--- config.mk ---
export PLATFORM = sky130hd
export DESIGN_NAME = bus_stream_master_flat
export DESIGN_NICKNAME = d
export VERILOG_FILES = /design/src/rtl/bus_stream_master_pkg.sv /design/src/rtl/bus_stream_master_if.sv /design/src/rtl/bus_stream_master_fifo_mem.sv /design/src/rtl/bus_stream_master.sv /design/src/flat_wrapper.sv
export SDC_FILE = /design/constraint.sdc
export NUM_CORES = 1
export LEC_CHECK = 0
export CAP_MARGIN = 10
export CORE_UTILIZATION = 25
export DETAILED_ROUTE_END_ITERATION = 10
export SLEW_MARGIN = 5
export SYNTH_ARGS = -nofsm -noshare
export SYNTH_HDL_FRONTEND = slang
export SYNTH_HIERARCHICAL = 1
export SYNTH_SLANG_ARGS = --single-unit
--- constraint.sdc ---
create_clock -name clk -period 2.4 [get_ports clk]
set_input_delay 0.36 -clock clk [delete_from_list [all_inputs] [get_ports clk]]
set_output_delay 0.36 -clock clk [all_outputs]
set_load 0.005 [all_outputs]
--- src/rtl/bus_stream_master_pkg.sv ---
// Shared definitions for bus_stream_master: default widths, the counter-width
// helper and the default-width FIFO entry layout.
// Optional feature macro: BUS_STREAM_MASTER_PARITY_EN (adds a per-entry parity bit).
package bus_stream_pkg;

  localparam int DATA_W_DEF    = 8;
  localparam int DEPTH_DEF     = 4;
  localparam int BURST_LEN_DEF = 4;

  // Width of a counter covering n states; never narrower than one bit so a
  // single-state counter still has a legal declaration.
  function automatic int clog2_min1(input int n);
    return (n <= 2) ? 1 : $clog2(n);
  endfunction

  // FIFO entry at the default data width; parity rides above the data bits.
  typedef struct packed {
`ifdef BUS_STREAM_MASTER_PARITY_EN
    logic                  par;
`endif
    logic [DATA_W_DEF-1:0] data;
  } entry_t;

endpackage

--- src/rtl/bus_stream_master_if.sv ---
// Valid/ready bus between bus_stream_master (master) and the interconnect (slave).
// Optional feature macro: BUS_STREAM_MASTER_PARITY_EN (adds the parity line).
interface bus_stream_master_if #(
  parameter int DATA_W = 8
);

  logic              valid;
  logic [DATA_W-1:0] data;
  logic              last;
  logic              ready;
`ifdef BUS_STREAM_MASTER_PARITY_EN
  logic              parity;
`endif

  modport master (
    output valid,
    output data,
    output last,
`ifdef BUS_STREAM_MASTER_PARITY_EN
    output parity,
`endif
    input  ready
  );

  modport slave (
    input  valid,
    input  data,
    input  last,
`ifdef BUS_STREAM_MASTER_PARITY_EN
    input  parity,
`endif
    output ready
  );

endinterface

--- src/rtl/bus_stream_master_fifo_mem.sv ---
// First-word-fall-through storage for bus_stream_master: entry array, wrapping
// read/write pointers and occupancy. Only pointers and level are reset; the
// entry array keeps whatever it held.
module bus_stream_fifo_mem
  import bus_stream_pkg::*;
#(
  parameter int WIDTH = 8,
  parameter int DEPTH = 4
) (
  input  logic                       clk,
  input  logic                       rst,
  input  logic                       push,
  input  logic                       pop,
  input  logic [WIDTH-1:0]           wr_data,
  output logic [WIDTH-1:0]           rd_data,
  output logic [$clog2(DEPTH+1)-1:0] level
);

  localparam int PTR_W = clog2_min1(DEPTH);
  localparam int LVL_W = $clog2(DEPTH+1);

  logic [WIDTH-1:0] mem [DEPTH];
  logic [PTR_W-1:0] wr_ptr;
  logic [PTR_W-1:0] rd_ptr;

  // Entry write; storage is deliberately left out of reset.
  always_ff @(posedge clk) begin
    if (push) begin
      mem[wr_ptr] <= wr_data;
    end
  end

  // Pointer and occupancy bookkeeping; pointers wrap naturally since DEPTH is a power of two.
  always_ff @(posedge clk) begin
    if (rst) begin
      wr_ptr <= '0;
      rd_ptr <= '0;
      level  <= '0;
    end else begin
      if (push) wr_ptr <= wr_ptr + PTR_W'(1);
      if (pop)  rd_ptr <= rd_ptr + PTR_W'(1);
      case ({push, pop})
        2'b10:   level <= level + LVL_W'(1);
        2'b01:   level <= level - LVL_W'(1);
        default: level <= level;
      endcase
    end
  end

  assign rd_data = mem[rd_ptr];

endmodule

--- src/rtl/bus_stream_master.sv ---
// bus_stream_master: buffers producer words in a DEPTH-entry FWFT FIFO and
// presents them on a hold-until-accepted valid/ready bus, marking every
// BURST_LEN-th accepted beat with last.
// Optional feature macro: BUS_STREAM_MASTER_PARITY_EN (per-entry even parity
// with an error-injection input).
module bus_stream_master
  import bus_stream_pkg::*;
#(
  parameter int DATA_W    = DATA_W_DEF,
  parameter int DEPTH     = DEPTH_DEF,
  parameter int BURST_LEN = BURST_LEN_DEF
) (
  input  logic                       clk,
  input  logic                       rst,
  input  logic                       in_valid,
  input  logic [DATA_W-1:0]          in_data,
`ifdef BUS_STREAM_MASTER_PARITY_EN
  input  logic                       in_parity_err_inj,
`endif
  output logic                       in_ready,
  output logic [$clog2(DEPTH+1)-1:0] level,
  bus_stream_master_if.master        bus
);

  localparam int LVL_W  = $clog2(DEPTH+1);
  localparam int BEAT_W = clog2_min1(BURST_LEN);
`ifdef BUS_STREAM_MASTER_PARITY_EN
  localparam int ENTRY_W = DATA_W + 1;
`else
  localparam int ENTRY_W = DATA_W;
`endif
  localparam logic [BEAT_W-1:0] LAST_BEAT = BEAT_W'(BURST_LEN - 1);

  logic               push;
  logic               pop;
  logic [ENTRY_W-1:0] wr_entry;
  logic [ENTRY_W-1:0] rd_entry;
  logic [BEAT_W-1:0]  beat;

  // Full is judged from registered occupancy only, so a pop in the same cycle
  // cannot reopen the input until the following cycle.
  assign in_ready  = (level != LVL_W'(DEPTH));
  assign push      = in_valid && in_ready;
  assign bus.valid = (level != '0);
  assign pop       = bus.valid && bus.ready;

`ifdef BUS_STREAM_MASTER_PARITY_EN
  // Parity is captured at push time; injection flips the stored bit for that word only.
  assign wr_entry   = {(^in_data) ^ in_parity_err_inj, in_data};
  assign bus.parity = bus.valid & rd_entry[DATA_W];
`else
  assign wr_entry   = in_data;
`endif

  // Head entry is shown only while valid so an empty FIFO drives zero data.
  assign bus.data = bus.valid ? rd_entry[DATA_W-1:0] : '0;
  assign bus.last = bus.valid && (beat == LAST_BEAT);

  bus_stream_fifo_mem #(
    .WIDTH (ENTRY_W),
    .DEPTH (DEPTH)
  ) u_mem (
    .clk     (clk),
    .rst     (rst),
    .push    (push),
    .pop     (pop),
    .wr_data (wr_entry),
    .rd_data (rd_entry),
    .level   (level)
  );

  // Burst beat counter: advances on accepted beats only, wrapping after the last beat.
  always_ff @(posedge clk) begin
    if (rst) begin
      beat <= '0;
    end else if (pop) begin
      beat <= (beat == LAST_BEAT) ? '0 : beat + BEAT_W'(1);
    end
  end

endmodule

--- src/flat_wrapper.sv ---
// flat-port wrapper written by rule: the top's interface ports become plain ports
module bus_stream_master_flat import bus_stream_pkg::*;
#(
  parameter int DATA_W    = DATA_W_DEF,
  parameter int DEPTH     = DEPTH_DEF,
  parameter int BURST_LEN = BURST_LEN_DEF
)
  (clk, rst, in_valid, in_data, in_ready, level, bus_valid, bus_data, bus_last, bus_ready);
  bus_stream_master_if #(.DATA_W(DATA_W)) bus_i ();
  input  logic clk;
  input  logic rst;
  input  logic in_valid;
  input  logic [DATA_W-1:0] in_data;
  output logic in_ready;
  output logic [$clog2(DEPTH+1)-1:0] level;
  output wire logic [$bits(bus_i.valid)-1:0] bus_valid;
  output wire logic [$bits(bus_i.data)-1:0] bus_data;
  output wire logic [$bits(bus_i.last)-1:0] bus_last;
  input wire logic [$bits(bus_i.ready)-1:0] bus_ready;
  assign bus_valid = bus_i.valid;
  assign bus_data = bus_i.data;
  assign bus_last = bus_i.last;
  assign bus_i.ready = bus_ready;
  bus_stream_master #(.DATA_W(DATA_W), .DEPTH(DEPTH), .BURST_LEN(BURST_LEN)) u_core (.clk(clk), .rst(rst), .in_valid(in_valid), .in_data(in_data), .in_ready(in_ready), .level(level), .bus(bus_i));
endmodule
; Word-level counts from Yosys, hierarchy flattened
; Memory sizes are Yosys's and may differ from the RTL's. A register that Yosys moved wholly into a read port is not among the register bits.
; Index checks and enable logic that the tools add are counted.
[op_classes]
add_sub_neg = 5
eq_ne = 4
muxes = 7
reduce_logical = 5
[op_table]
columns = op, count
row1 = $mux 8, 1
row2 = $add 2x1->2 const B, 3
row3 = $mux 2, 3
row4 = $pmux 3 s2, 1
row5 = $eq 2x2->1 const B, 2
row6 = $add 3x1->3 const B, 1
row7 = $logic_and 1x1->1, 3
row8 = $ne 3x3->1 const B, 1
row9 = $reduce_bool 3->1, 1
row10 = $sub 3x1->3 const B, 1
row11 = $eq 2x1->1 const B, 1
row12 = $mux 1, 2
row13 = $reduce_bool 2->1, 1
[totals]
ff_bits = 9
ram_bits = 32
in_bits = 12
word_cells = 26
n_memories = 1
[mem_list]
columns = memory, words, word_bits, rd, rd_ports_with_merged_regs, write_ports, line_no
row1 = u_core.u_mem.mem, 4, 8, 1, 1, 1, bus_stream_master_fifo_mem.sv:22  ; logic [WIDTH-1:0] mem [DEPTH];

; Longest topological paths before layout
[depth]
ltp_word = 4
depth_mapped = 8
mapped_depth_nobuf = 8

; Hierarchy
; The synthesis kept the hierarchy.
[by_module_without_submodules]
columns = module, n_inst, cells_per_inst, area_each_um2, seq_area_each_um2
row1 = bus_stream_fifo_mem, 1, 83, 1570.3, 1141.1
row2 = bus_stream_master, 1, 24, 191.4, 40.0

; Least setup slack after synthesis
; OpenSTA, ideal clock, no wires.
[synth_timing]
path_kind = register -> register
from = register u_core.u_mem.level[0]
to = register u_core.u_mem.level[2]
setup_ns = 0.070
arrival_time_ns = 2.263
required_ns = 2.330
path_slack_ns = 0.066
path_stages_with_launch = 9
path_buffers = 0
synth_period_minus_slack_ns = 2.334
path_cell_list = dfxtp_1 nor2_1 a21boi_0 inv_1 ha_1 fa_1 xnor2_1 or3_1 a21oi_1
[synth_via]
elab_chain_cells = 4
word_cells_on_any_way = 10
cone_classes = add/sub (2) / eq/ne (3) / mux (1) / reduce/logical (4)
[synth_rtl]
columns = item, line_no
row1 = "start, declared", bus_stream_master_fifo_mem.sv:16  ; output logic [$clog2(DEPTH+1)-1:0] level
row2 = "start signal, assigned", bus_stream_master_fifo_mem.sv:43  ; 2'b10: level <= level + LVL_W'(1);
row3 = "start signal, assigned", bus_stream_master_fifo_mem.sv:44  ; 2'b01: level <= level - LVL_W'(1);
row4 = "start signal, assigned", bus_stream_master_fifo_mem.sv:45  ; default: level <= level;
row5 = $ne 3x3->1 *, bus_stream_master.sv:42  ; assign in_ready = (level != LVL_W'(DEPTH));
row6 = $logic_and 1x1->1 *, bus_stream_master.sv:43  ; assign push = in_valid && in_ready;
row7 = net u_core.push, bus_stream_master.sv:34  ; logic push;
row8 = $eq 2x1->1 / $eq 2x2->1 (equally long branches), bus_stream_master_fifo_mem.sv:42  ; case ({push, pop})
row9 = $pmux 3 s2 / $reduce_bool 2->1 (equally long branches), --
; Mark *: on every way through the listed nets, which the timed path passes. The rest lies on a longest branch.
; A chain may end at the register's enable or synchronous reset.

; Worst setup path in the final report
; Ends and elaborated chain as after synthesis.

==> impl_metrics.csv <==
group,metric,value,unit
status,status,"complete, no violations",
logic_synthesis,ys_seq_elements,43,
global_routing,grt_usage,9.588,%
worst_setup_path,rr_startpoint,"u_core/u_mem/level[0]$_SDFFE_PP0P_",
clock_tree,cts_root_buf,"clkbuf_8",
worst_setup_path,critical_path.max_stage_delay,0.44,ns
die,start_util,25.93,%
placement,hpwlAfterDp,2.230,mm
global_routing,grt_pass1_vias,1035,
clock_tree,path_clk_slew,0.08,ns
routing,drt_iter0_markers,63,
logic_synthesis,synth-simple-area-share,9.020,%
die,num_rows,30,
worst_setup_path,critPathMaxFanout,6,
min_path,hp-start,"u_core/beat[1]$_SDFFE_PP0P_",
routing,wl,3.287,mm
logic_synthesis,synth_compound_area_share,1.491,%
sta,period_needed,2.281,ns
worst_setup_path,crit_buf_inv,1,
global_routing,grt_pass1_wl,5.119,mm
sta,min_period_over_period,95.04,%
sta,finalMaxSlewViolations,0,
die,dieHeight,85.95,um
placement,io_buffers,25,
die,dieArea,7387,um^2
worst_setup_path,cp-end-kind,"flip-flop",
cells_and_area,area_growth_syn_to_layout,26.28,%
cells_and_area,finalNetCount,157,
run,drv_cap,0,
clock_tree,cts_buffers,5,
logic_synthesis,yosysWarningCount,6,
worst_setup_path,critPathLaunch,"u_core/u_mem/level[0]$_SDFFE_PP0P_",
sta,hold_viol,0,
global_routing,grt-ovfl-total,0,
power,power,2.268,mW
routing,wire_per_inst,13.99,um
sta,slew-limit-headroom,63.47,%
clock_tree,cts_tree,"built",
worst_setup_path,criticalPathCategory,"flip-flop to flip-flop",
die,coreArea,6794,um^2
logic_synthesis,synth.area.mux_share,12.57,%
power,p_leak,0.7462,nW
clock_tree,clkLatencyLatePin,0.29,ns
sta,tns,0,ns
power,powerDensity,1019,nW/um^2
routing,drt_drc_violations_left,0,
sta,worst_pin_slew,0.5462,ns
placement,dp_slack,-0.1182,ns
worst_setup_path,critPathLaunchType,"flip-flop",
routing,viasPerCell,4.111,
logic_synthesis,synth_area,1762,um^2
min_path,hold_class,"flip-flop to flip-flop",
sta,rsz0062_at_grt,"no",
worst_setup_path,path_cells,"nor2_1 > a21boi_0 > inv_1 > ha_1 > fa_1 > xnor2_1 > or3_1 > a21oi_1",
worst_setup_path,cp_top_family,"adder cells",
logic_synthesis,syn_nets,126,
logic_synthesis,ys_seq_area_share,67.05,%
cells_and_area,diodes,0,
logic_synthesis,synth_cell_types,25,
clock_tree,clock_sinks,43,
sta,fin_ws,0.1189,ns
die,ios,26,
sta,timing.fmax,438.4,MHz
global_routing,antenna_found_initial,0,
logic_synthesis,avgSynthCellArea,16.46,um^2
clock_tree,cts.path.max_buffers,2,
clock_tree,post-cts-setup-buffers,0,
routing,postRouteAntennaNets,0,
sta,fin_worst_skew,0.002556,ns
logic_synthesis,yosys.area_share.xor_xnor,2.486,%
placement,gp_congestion,0.6876,
power,ir_drop,508.5,uV
cells_and_area,drive_gt1_share,14.39,%
logic_synthesis,synth_fa_ha_area_share,5.398,%
clock_tree,h-tree-depth,2,
worst_setup_path,required,2.62,ns
logic_synthesis,synth_top_family_by_area,"multiplexers",
logic_synthesis,syn_inst,107,
routing,first_pass_iters,4,
sta,setup-violations-final,0,
worst_setup_path,crit_arrival,2.50,ns
routing,vias,966,
die,dieWidth,85.95,um
global_routing,grt_max_degree,14,
worst_setup_path,critPathSlowestCell,"dfxtp_2",
cells_and_area,final_core_util,32.74,%
## worst paths after layout
| check | end | slack [ns] | cells past startpoint |
|---|---|---|---|
| setup / recovery | u_core/u_mem/level[2]$_SDFFE_PP0P_ | 0.12 | 8 |
| setup reg to reg | u_core/u_mem/level[2]$_SDFFE_PP0P_ | 0.12 | 8 |
| hold / removal | u_core/beat[1]$_SDFFE_PP0P_ | 0.51 | 2 |
| hold reg to reg | u_core/beat[1]$_SDFFE_PP0P_ | 0.51 | 2 |
## stage by stage
stage / hold slack [ns] / cells / cell area, um^2
4_1_cts: 0.5045 / 235 / 2218
2_1_floorplan: 0.4517 / 107 / 1762
6_report: 0.5074 / 235 / 2225
3_3_place_gp: 0.4667 / 227 / 2127
3_5_place_dp: 0.4935 / 227 / 2127
5_1_grt: 0.5435 / 235 / 2225
## timing repair
action | CTS | global route
gates resized for setup | 1 | 3
endpoints found under the setup margin | 10 | 2
hold buffers | 0 | 0
## worst reg2reg max path: stages (launching register included)
cell and delay, ns:
dfxtp_2 0.44, nor2_1 0.08, a21boi_0 0.31, inv_1 0.09, ha_1 0.25, fa_1 0.39, xnor2_1 0.15, or3_1 0.32
a21oi_1 0.18
## final cells by class
cell class,instances,area [um^2]
clock buffer,6,72.57
clock inverter,2,12.51
fill,662,4569
inverter,4,15.01
multi-input combinational,57,551.8
sequential,43,1184
tap,96,120.1
timing repair buffer,27,269.0
## synth_stat cells
| library cell | instances | share of area, % |
|---|---|---|
| xor2_1 | 2 | 0.99 |
| a21boi_0 | 1 | 0.43 |
| nor2b_1 | 10 | 3.6 |
| nand2_1 | 2 | 0.43 |
| inv_1 | 4 | 0.85 |
| dfxtp_1 | 11 | 12 |
| mux2_1 | 1 | 0.64 |
| buf_6 | 1 | 0.64 |
| fa_1 | 1 | 1.1 |
| o31a_1 | 1 | 0.50 |
| clkbuf_2 | 1 | 0.28 |
| mux4_2 | 8 | 10 |
| nor2_1 | 8 | 1.7 |
| a21oi_1 | 1 | 0.28 |
| mux2i_1 | 3 | 1.7 |
| ha_1 | 6 | 4.3 |
| and2_1 | 4 | 1.4 |
| xnor2_1 | 3 | 1.5 |
| nor3_1 | 1 | 0.28 |
| o21ai_0 | 1 | 0.28 |
| clkbuf_1 | 1 | 0.21 |
| nand2b_1 | 2 | 0.71 |
| edfxtp_1 | 32 | 55 |
| nor3_2 | 1 | 0.57 |
| or3_1 | 1 | 0.36 |
## cell usage in the layout, fill, tap and decap left out, drive strengths merged
master / n
edfxtp: 32
clkdlybuf4s50: 25
dfxtp: 11
nor2b: 10
nor2: 8
mux4: 8
ha: 6
clkbuf: 6
inv: 4
and2: 4
mux2i: 3
xnor2: 3
nand2: 2
nand2b: 2
xor2: 2
nor3: 2
buf: 2
clkinvlp: 1
clkinv: 1
o31a: 1
a21boi: 1
mux2: 1
o21ai: 1
or3: 1
a21oi: 1
fa: 1
## state kept, by name (all words and copies together) (netlist names), named ones only
signal               flops
u_core/u_mem/level       3
u_core/u_mem/wr_ptr      2
u_core/u_mem/mem        32
u_core/beat              2
u_core/u_mem/rd_ptr      2
## kinds of logic (layout without fill, tap and decap cells)
logic type | after synthesis | after routing
simple gates | 29 | 29
fa+ha+maj | 7 | 7
buf+inv | 7 | 39
mux | 12 | 12
xor+xnor | 5 | 5
compound gates | 4 | 4
flops | 43 | 43
## routing by layer
metal / GRT usage (%) / share of wire (%) / vias up
li1: - / - / 446
met1: 9.865 / 39 / 485
met2: 17.39 / 54 / 29
met3: 3.561 / 5.7 / 6
met4: 4.091 / 1.5 / 0
met5: 0 / 0 / -
## where the power goes
group	total [mW]	internal, mW	switching, mW
combinational	0.816	0.470	0.346
clock	0.443	0.203	0.239
sequential	1.01	0.917	0.0918
total	2.27	1.59	0.677
Power figures use the tool's default switching activity.
